===== src/rtl/mem_bus_arbiter.sv =====
// Shares one single-beat AXI master between the fetch read port and the mem-stage data port.
// Data wins arbitration unless it has already taken MAX_DATA_STREAK grants in a row while fetch waited.
module mem_bus_arbiter #(
  parameter int MAX_DATA_STREAK = 4,
  parameter int ADDR_WIDTH      = 32
) (
  input  logic                  clk,
  input  logic                  rst,
  input  logic                  flush_i,
  input  logic                  inst_req_i,
  input  logic [ADDR_WIDTH-1:0] inst_addr_i,
  output logic                  inst_busy_o,
  output logic                  inst_done_o,
  output logic [31:0]           inst_rdata_o,
  input  logic                  data_ce_i,
  input  logic                  data_we_i,
  input  logic [ADDR_WIDTH-1:0] data_addr_i,
  input  logic [3:0]            data_sel_i,
  input  logic [31:0]           data_wdata_i,
  output logic                  data_busy_o,
  output logic                  data_done_o,
  output logic [31:0]           data_rdata_o,
  output logic [ADDR_WIDTH-1:0] araddr_o,
  output logic                  arvalid_o,
  input  logic                  arready_i,
  input  logic [31:0]           rdata_i,
  input  logic                  rvalid_i,
  output logic                  rready_o,
  output logic [ADDR_WIDTH-1:0] awaddr_o,
  output logic                  awvalid_o,
  input  logic                  awready_i,
  output logic [31:0]           wdata_o,
  output logic [3:0]            wstrb_o,
  output logic                  wvalid_o,
  input  logic                  wready_i,
  input  logic                  bvalid_i,
  output logic                  bready_o
);

  localparam int STREAK_W = $clog2(MAX_DATA_STREAK + 1);
  localparam logic [STREAK_W-1:0] STREAK_MAX = STREAK_W'(MAX_DATA_STREAK);

  typedef enum logic [2:0] {
    S_IDLE, S_RD_ADDR, S_RD_DATA, S_WR_ADDR, S_WR_RESP, S_DONE
  } state_t;

  state_t                r_state;
  logic                  r_gnt_data;
  logic                  r_drop;
  logic [STREAK_W-1:0]   r_streak;
  logic [ADDR_WIDTH-1:0] r_addr;
  logic [3:0]            r_sel;
  logic [31:0]           r_wdata;
  logic [31:0]           r_inst_rdata;
  logic [31:0]           r_data_rdata;
  logic                  r_arvalid;
  logic                  r_rready;
  logic                  r_awvalid;
  logic                  r_wvalid;
  logic                  r_bready;
  logic                  r_inst_done;
  logic                  r_data_done;

  logic w_grant_data;
  logic w_grant_inst;
  logic w_drop;
  logic w_aw_done;
  logic w_w_done;

  assign w_grant_data = data_ce_i && (!inst_req_i || (r_streak < STREAK_MAX));
  assign w_grant_inst = !w_grant_data && inst_req_i && !flush_i;
  // A flush arriving in the same cycle as rvalid must still suppress the fetch done.
  assign w_drop       = r_drop || (flush_i && !r_gnt_data);
  assign w_aw_done    = !r_awvalid || awready_i;
  assign w_w_done     = !r_wvalid || wready_i;

  always_ff @(posedge clk or negedge rst) begin
    if (!rst) begin
      r_state      <= S_IDLE;
      r_gnt_data   <= 1'b0;
      r_drop       <= 1'b0;
      r_streak     <= '0;
      r_addr       <= '0;
      r_sel        <= '0;
      r_wdata      <= '0;
      r_inst_rdata <= '0;
      r_data_rdata <= '0;
      r_arvalid    <= 1'b0;
      r_rready     <= 1'b0;
      r_awvalid    <= 1'b0;
      r_wvalid     <= 1'b0;
      r_bready     <= 1'b0;
      r_inst_done  <= 1'b0;
      r_data_done  <= 1'b0;
    end else begin
      if (r_state != S_IDLE && flush_i && !r_gnt_data) begin
        r_drop <= 1'b1;
      end
      case (r_state)
        S_IDLE: begin
          if (w_grant_data) begin
            r_gnt_data <= 1'b1;
            r_addr     <= data_addr_i;
            r_sel      <= data_sel_i;
            r_wdata    <= data_wdata_i;
            if (!inst_req_i) begin
              r_streak <= '0;
            end else if (r_streak < STREAK_MAX) begin
              r_streak <= r_streak + 1'b1;
            end
            if (data_we_i) begin
              r_awvalid <= 1'b1;
              r_wvalid  <= 1'b1;
              r_state   <= S_WR_ADDR;
            end else begin
              r_arvalid <= 1'b1;
              r_state   <= S_RD_ADDR;
            end
          end else if (w_grant_inst) begin
            r_gnt_data <= 1'b0;
            r_addr     <= inst_addr_i;
            r_streak   <= '0;
            r_arvalid  <= 1'b1;
            r_state    <= S_RD_ADDR;
          end
        end
        S_RD_ADDR: begin
          if (arready_i) begin
            r_arvalid <= 1'b0;
            r_rready  <= 1'b1;
            r_state   <= S_RD_DATA;
          end
        end
        S_RD_DATA: begin
          if (rvalid_i) begin
            r_rready <= 1'b0;
            if (r_gnt_data) begin
              r_data_rdata <= rdata_i;
              r_data_done  <= 1'b1;
            end else begin
              r_inst_rdata <= rdata_i;
              r_inst_done  <= !w_drop;
            end
            r_state <= S_DONE;
          end
        end
        S_WR_ADDR: begin
          if (awready_i) begin
            r_awvalid <= 1'b0;
          end
          if (wready_i) begin
            r_wvalid <= 1'b0;
          end
          if (w_aw_done && w_w_done) begin
            r_bready <= 1'b1;
            r_state  <= S_WR_RESP;
          end
        end
        S_WR_RESP: begin
          if (bvalid_i) begin
            r_bready    <= 1'b0;
            r_data_done <= 1'b1;
            r_state     <= S_DONE;
          end
        end
        S_DONE: begin
          r_inst_done <= 1'b0;
          r_data_done <= 1'b0;
          r_drop      <= 1'b0;
          r_state     <= S_IDLE;
        end
        default: r_state <= S_IDLE;
      endcase
    end
  end

  assign inst_done_o  = r_inst_done;
  assign inst_busy_o  = inst_req_i && !r_inst_done;
  assign inst_rdata_o = r_inst_rdata;
  assign data_done_o  = r_data_done;
  assign data_busy_o  = data_ce_i && !r_data_done;
  assign data_rdata_o = r_data_rdata;
  assign araddr_o     = r_addr;
  assign arvalid_o    = r_arvalid;
  assign rready_o     = r_rready;
  assign awaddr_o     = r_addr;
  assign awvalid_o    = r_awvalid;
  assign wdata_o      = r_wdata;
  assign wstrb_o      = r_sel;
  assign wvalid_o     = r_wvalid;
  assign bready_o     = r_bready;

endmodule

===== config.mk =====
export PLATFORM = sky130hd
export DESIGN_NAME = mem_bus_arbiter
export DESIGN_NICKNAME = d
export VERILOG_FILES = /design/src/rtl/mem_bus_arbiter.sv
export SDC_FILE = /design/constraint.sdc
export NUM_CORES = 1
export LEC_CHECK = 0
export BUFFER_PORTS_ARGS = -buffer_cell sky130_fd_sc_hd__buf_2
export CAP_MARGIN = 5
export CELL_PAD_IN_SITES_DETAIL_PLACEMENT = 1
export CELL_PAD_IN_SITES_GLOBAL_PLACEMENT = 1
export CORE_MARGIN = 2
export CORE_UTILIZATION = 33
export CTS_BUF_LIST = sky130_fd_sc_hd__clkbuf_8
export DETAILED_ROUTE_END_ITERATION = 10
export GPL_TIMING_DRIVEN = 1
export MAX_ROUTING_LAYER = met4
export PLACE_DENSITY_LB_ADDON = 0.1
export SYNTH_ARGS = -nofsm -noshare
export SYNTH_HDL_FRONTEND = slang
export SYNTH_SLANG_ARGS = --single-unit

===== constraint.sdc =====
create_clock -name clk -period 1.4 [get_ports clk]
set_input_delay 0.21 -clock clk [delete_from_list [all_inputs] [get_ports clk]]
set_output_delay 0.21 -clock clk [all_outputs]
set_load 0.01 [all_outputs]

==> metrics.txt <==
# TYPE chip_impl_metric gauge
chip_impl_metric{name="route.vias.total",unit=""} 5314
chip_impl_metric{name="synth.distinct_cells",unit=""} 36
chip_impl_metric{name="drtPass1Iterations",unit=""} 4
chip_impl_metric{name="ant_nets",unit=""} 0
chip_impl_metric{name="grt_start_max_net_pins",unit=""} 45
chip_impl_metric{name="floorplan.initialDensity",unit="%"} 33.39
chip_impl_metric{name="final-setup-viol-count",unit=""} 139
chip_impl_metric{name="critical_path_arrival",unit="ns"} 1.89
chip_impl_metric{name="max-slew-margin-rel",unit="%"} 75.83
chip_impl_metric{name="worst-slew-pin-transition",unit="ns"} 0.3625
chip_impl_info{name="setup_repair_after_global_routing_missed_its_margin",value="true"} 1
chip_impl_metric{name="grt_first_pass_wirelength",unit="microns"} 29890
chip_impl_metric{name="grt.met2_usage",unit="%"} 33.53
chip_impl_metric{name="timing.setup.tns",unit="ns"} -10.38
chip_impl_info{name="failed_checks",value="negative setup slack"} 1
chip_impl_info{name="layout.cells.most_common",value="buf_2"} 1
chip_impl_metric{name="drtIter0Drc",unit=""} 150
chip_impl_info{name="tritoncts",value="done"} 1
chip_impl_metric{name="reg2reg_depth",unit=""} 4
chip_impl_metric{name="worst_path_largest_cell_delay",unit="ns"} 0.46
chip_impl_metric{name="routed_wirelength",unit="microns"} 21030
chip_impl_info{name="layout_common_cells",value="buf_2, dfrtp_1, dlygate4sd3_1"} 1
chip_impl_metric{name="proportion_of_synthesized_chip_area_in_sequential_cells",unit="%"} 56.99
chip_impl_metric{name="drive_gt1_share",unit="%"} 64.91
chip_impl_metric{name="cell_row_count",unit=""} 51
chip_impl_metric{name="final.setup_skew",unit="ns"} 0.01531
chip_impl_metric{name="mapped_nets",unit=""} 622
chip_impl_metric{name="fp.dieW",unit="microns"} 143.9
chip_impl_metric{name="clock_power_share",unit="%"} 15.3
chip_impl_metric{name="route.detailed.drc",unit=""} 0
chip_impl_metric{name="nNetsFinal",unit=""} 1023
chip_impl_info{name="synthDominantAreaCellType",value="dfrtp_1"} 1
chip_impl_info{name="cpMaxStageDelayCell",value="dfrtp_2"} 1
chip_impl_metric{name="synth_top_area_share",unit="%"} 56.99
chip_impl_metric{name="numClockSinks",unit=""} 147
chip_impl_metric{name="cts-htree-levels",unit=""} 4
chip_impl_metric{name="chipHeight",unit="microns"} 143.9
chip_impl_metric{name="n_fill_cell",unit=""} 2080
chip_impl_metric{name="wl_per_cell",unit="microns"} 18.16
chip_impl_metric{name="dp_hpwl",unit="microns"} 14010
chip_impl_info{name="critical_path.endpoint_type",value="register"} 1
chip_impl_info{name="criticalPathCategory",value="register to register"} 1
chip_impl_metric{name="grt_overflow",unit=""} 0
chip_impl_metric{name="post_synth_design_cell_area",unit="sq um"} 6455
chip_impl_metric{name="grt_use_met3",unit="%"} 5.531
chip_impl_metric{name="final_period_minus_worst_setup_slack",unit="ns"} 1.546
chip_impl_metric{name="total_leakage_power",unit="uW"} 0.005288
chip_impl_metric{name="number_of_cells_on_the_worst_hold_path",unit=""} 3
chip_impl_metric{name="critPathRequiredTime",unit="ns"} 1.74
chip_impl_info{name="outcome",value="complete, but fails checks"} 1
chip_impl_metric{name="critPathMaxFanout",unit=""} 15
chip_impl_metric{name="power_switching_share",unit="%"} 37.42
chip_impl_metric{name="postSynthRegisterBits",unit=""} 147
chip_impl_metric{name="grt_use_met1",unit="%"} 21.84
chip_impl_metric{name="numCtsBuffers",unit=""} 17
chip_impl_metric{name="p_per_area",unit="nW/um^2"} 2136
chip_impl_metric{name="p_comb_share",unit="%"} 49.2
chip_impl_metric{name="power_switching",unit="uW"} 8188
chip_impl_metric{name="gate_count_post_synth",unit=""} 478
chip_impl_info{name="synth.area.top_cells",value="dfrtp_1, mux2_2, mux2_4, mux2i_1, buf_4"} 1
chip_impl_metric{name="gp_routability_congestion",unit=""} 0.7278
chip_impl_metric{name="report.final.slew_viol_count",unit=""} 0
chip_impl_metric{name="grt_pass1_vias",unit=""} 5592
chip_impl_metric{name="drt-vias-per-instance",unit=""} 4.589
chip_impl_metric{name="cts_max_path_buffers",unit=""} 2
chip_impl_metric{name="path_clk_slew",unit="ns"} 0.09
chip_impl_metric{name="internal_power",unit="uW"} 13700
chip_impl_metric{name="io_pins",unit=""} 316
chip_impl_metric{name="coreArea",unit="sq um"} 19330
chip_impl_metric{name="syn2layout_area_growth",unit="%"} 58.75
chip_impl_metric{name="placement.setup.worst_slack",unit="ns"} -0.1349
chip_impl_metric{name="antenna_violations_before_repair",unit=""} 1
chip_impl_metric{name="io_buffers",unit=""} 315
chip_impl_metric{name="insertion_delay",unit="ns"} 0.46
chip_impl_metric{name="total_count_of_hold_check_failures_in_the_final_report",unit=""} 0
chip_impl_info{name="crit_path_cell_trace",value="nor3_4, and2_4, buf_12, mux2_4"} 1
chip_impl_metric{name="timing.fmax",unit="MHz"} 646.6
chip_impl_metric{name="synth-warning-count",unit=""} 0
chip_impl_metric{name="groute.usage.overall",unit="%"} 19.43
chip_impl_metric{name="max_cap_viol_count",unit=""} 0
chip_impl_metric{name="final_critical_path_setup_slack",unit="ns"} -0.1465
chip_impl_metric{name="postSynthAreaPerCell",unit="sq um"} 13.50
chip_impl_info{name="type_of_the_worst_min_delay_path",value="primary input to register"} 1
chip_impl_metric{name="die_area",unit="sq um"} 20700
chip_impl_info{name="grt-busiest-layer",value="met2"} 1
chip_impl_metric{name="total_power",unit="uW"} 21880
chip_impl_info{name="cts_root_buf",value="clkbuf_8"} 1
chip_impl_metric{name="finish.utilization",unit="%"} 53.00
chip_impl_metric{name="power.sequential.fraction",unit="%"} 35.5
chip_impl_metric{name="maximum_vdd_ir_drop",unit="mV"} 0.8328
chip_impl_info{name="setup.worst_path.start_class",value="register"} 1
chip_impl_metric{name="finalCritPeriodShare",unit="%"} 110.5
## per-stage QoR
stage	area, sq um	cells	hold WS [ns]
floorplan	6480	478	-0.08559
global placement	8366	1034	0.1367
CTS	9607	1140	0.02524
detailed placement	8366	1034	0.1343
global route	10250	1158	0.01721
finish	10250	1158	0.02641
## kinds of logic after synthesis
family / count (synthesis) / share of synthesized area, %
flops: 147 / 56.99
buf+inv: 59 / 6.707
simple gates: 76 / 5.893
compound gates: 63 / 5.718
fa+ha+maj: 1 / 0.1938
mux: 132 / 24.50
## power groups by stage
stage / clock, uW / combinational, uW / sequential [uW]
detailed placement: 0 / 8710 / 7660
global placement: 0 / 8480 / 7560
floorplan: 0 / 4360 / 8440
global route: 3640 / 11600 / 8070
CTS: 3470 / 9250 / 7650
finish: 3350 / 10800 / 7770
## critical path, delay by kind of cell (launching register included)
family	cells	cell delay, ns
buffers and inverters	1	0.19
flip-flops	1	0.46
multiplexers	1	0.32
AND/OR/NAND/NOR	2	0.45
## worst paths after layout
kind | end | startpoint | slack (ns)
setup / recovery | wdata_o[6] | r_state[0] | -0.15
max in group asynchronous | wstrb_o[2] | rst | 0.62
setup reg to reg | wdata_o[6] | r_state[0] | -0.15
min in group asynchronous | inst_rdata_o[25] | rst | 0.21
hold / removal | araddr_o[28] | inst_addr_i[28] | 0.03
hold reg to reg | r_streak[0] | r_streak[0] | 0.50
## area by class of cell
type,instances,area (sq um),area share [%]
multi-input combinational,272,2803,27.35
antenna,1,2.502,0.02442
inverter,2,7.507,0.07326
clock inverter,15,156.4,1.526
tap,265,331.6,3.236
sequential,147,3682,35.93
timing repair buffer,439,3030,29.57
clock buffer,17,234.0,2.283
## what timing repair did
item,in CTS,in global routing
gates resized for setup,25,129
gates cloned,1,11
buffers inserted,4,8
endpoints found under the setup margin,131,144
hold buffers,69,0
pin swaps,6,21
hold endpoints to repair,206,0
## cells in the mapped netlist
master / count
nand2_1: 47
mux2_4: 36
nor2_1: 3
nand3_1: 2
inv_1: 2
or3_1: 2
buf_2: 4
o21ai_1: 2
o21ai_2: 1
and2_1: 1
nor3_2: 1
a21oi_1: 8
o22a_1: 1
dfrtp_1: 147
buf_4: 37
buf_6: 9
o22ai_1: 1
ha_1: 1
nor2_4: 1
nor2b_1: 5
clkbuf_1: 7
o31ai_1: 2
a32o_1: 2
nand4_4: 2
or2_2: 2
nand2b_1: 5
nor3_1: 5
mux2_2: 61
a21boi_2: 1
a311oi_1: 2
a31oi_1: 4
mux2_1: 3
o21ai_0: 35
a21o_1: 3
mux2i_1: 32
o311ai_0: 1
## sequential cells by signal, indices dropped and copies added, names as in the netlist, 3 cells and up
| signal | flops |
|---|---|
| wdata_o | 32 |
| inst_rdata_o | 32 |
| r_streak | 3 |
| araddr_o | 32 |
| r_state | 3 |
| data_rdata_o | 32 |
| wstrb_o | 4 |
## routing by layer
metal	wire length (microns)	part of all wire, %	vias up
met5	0	0	-
met4	356	1.7	0
met3	1294	6.2	30
met2	11170	53	203
met1	8204	39	2640
li1	-	-	2441
Power figures use the tool's default switching activity.
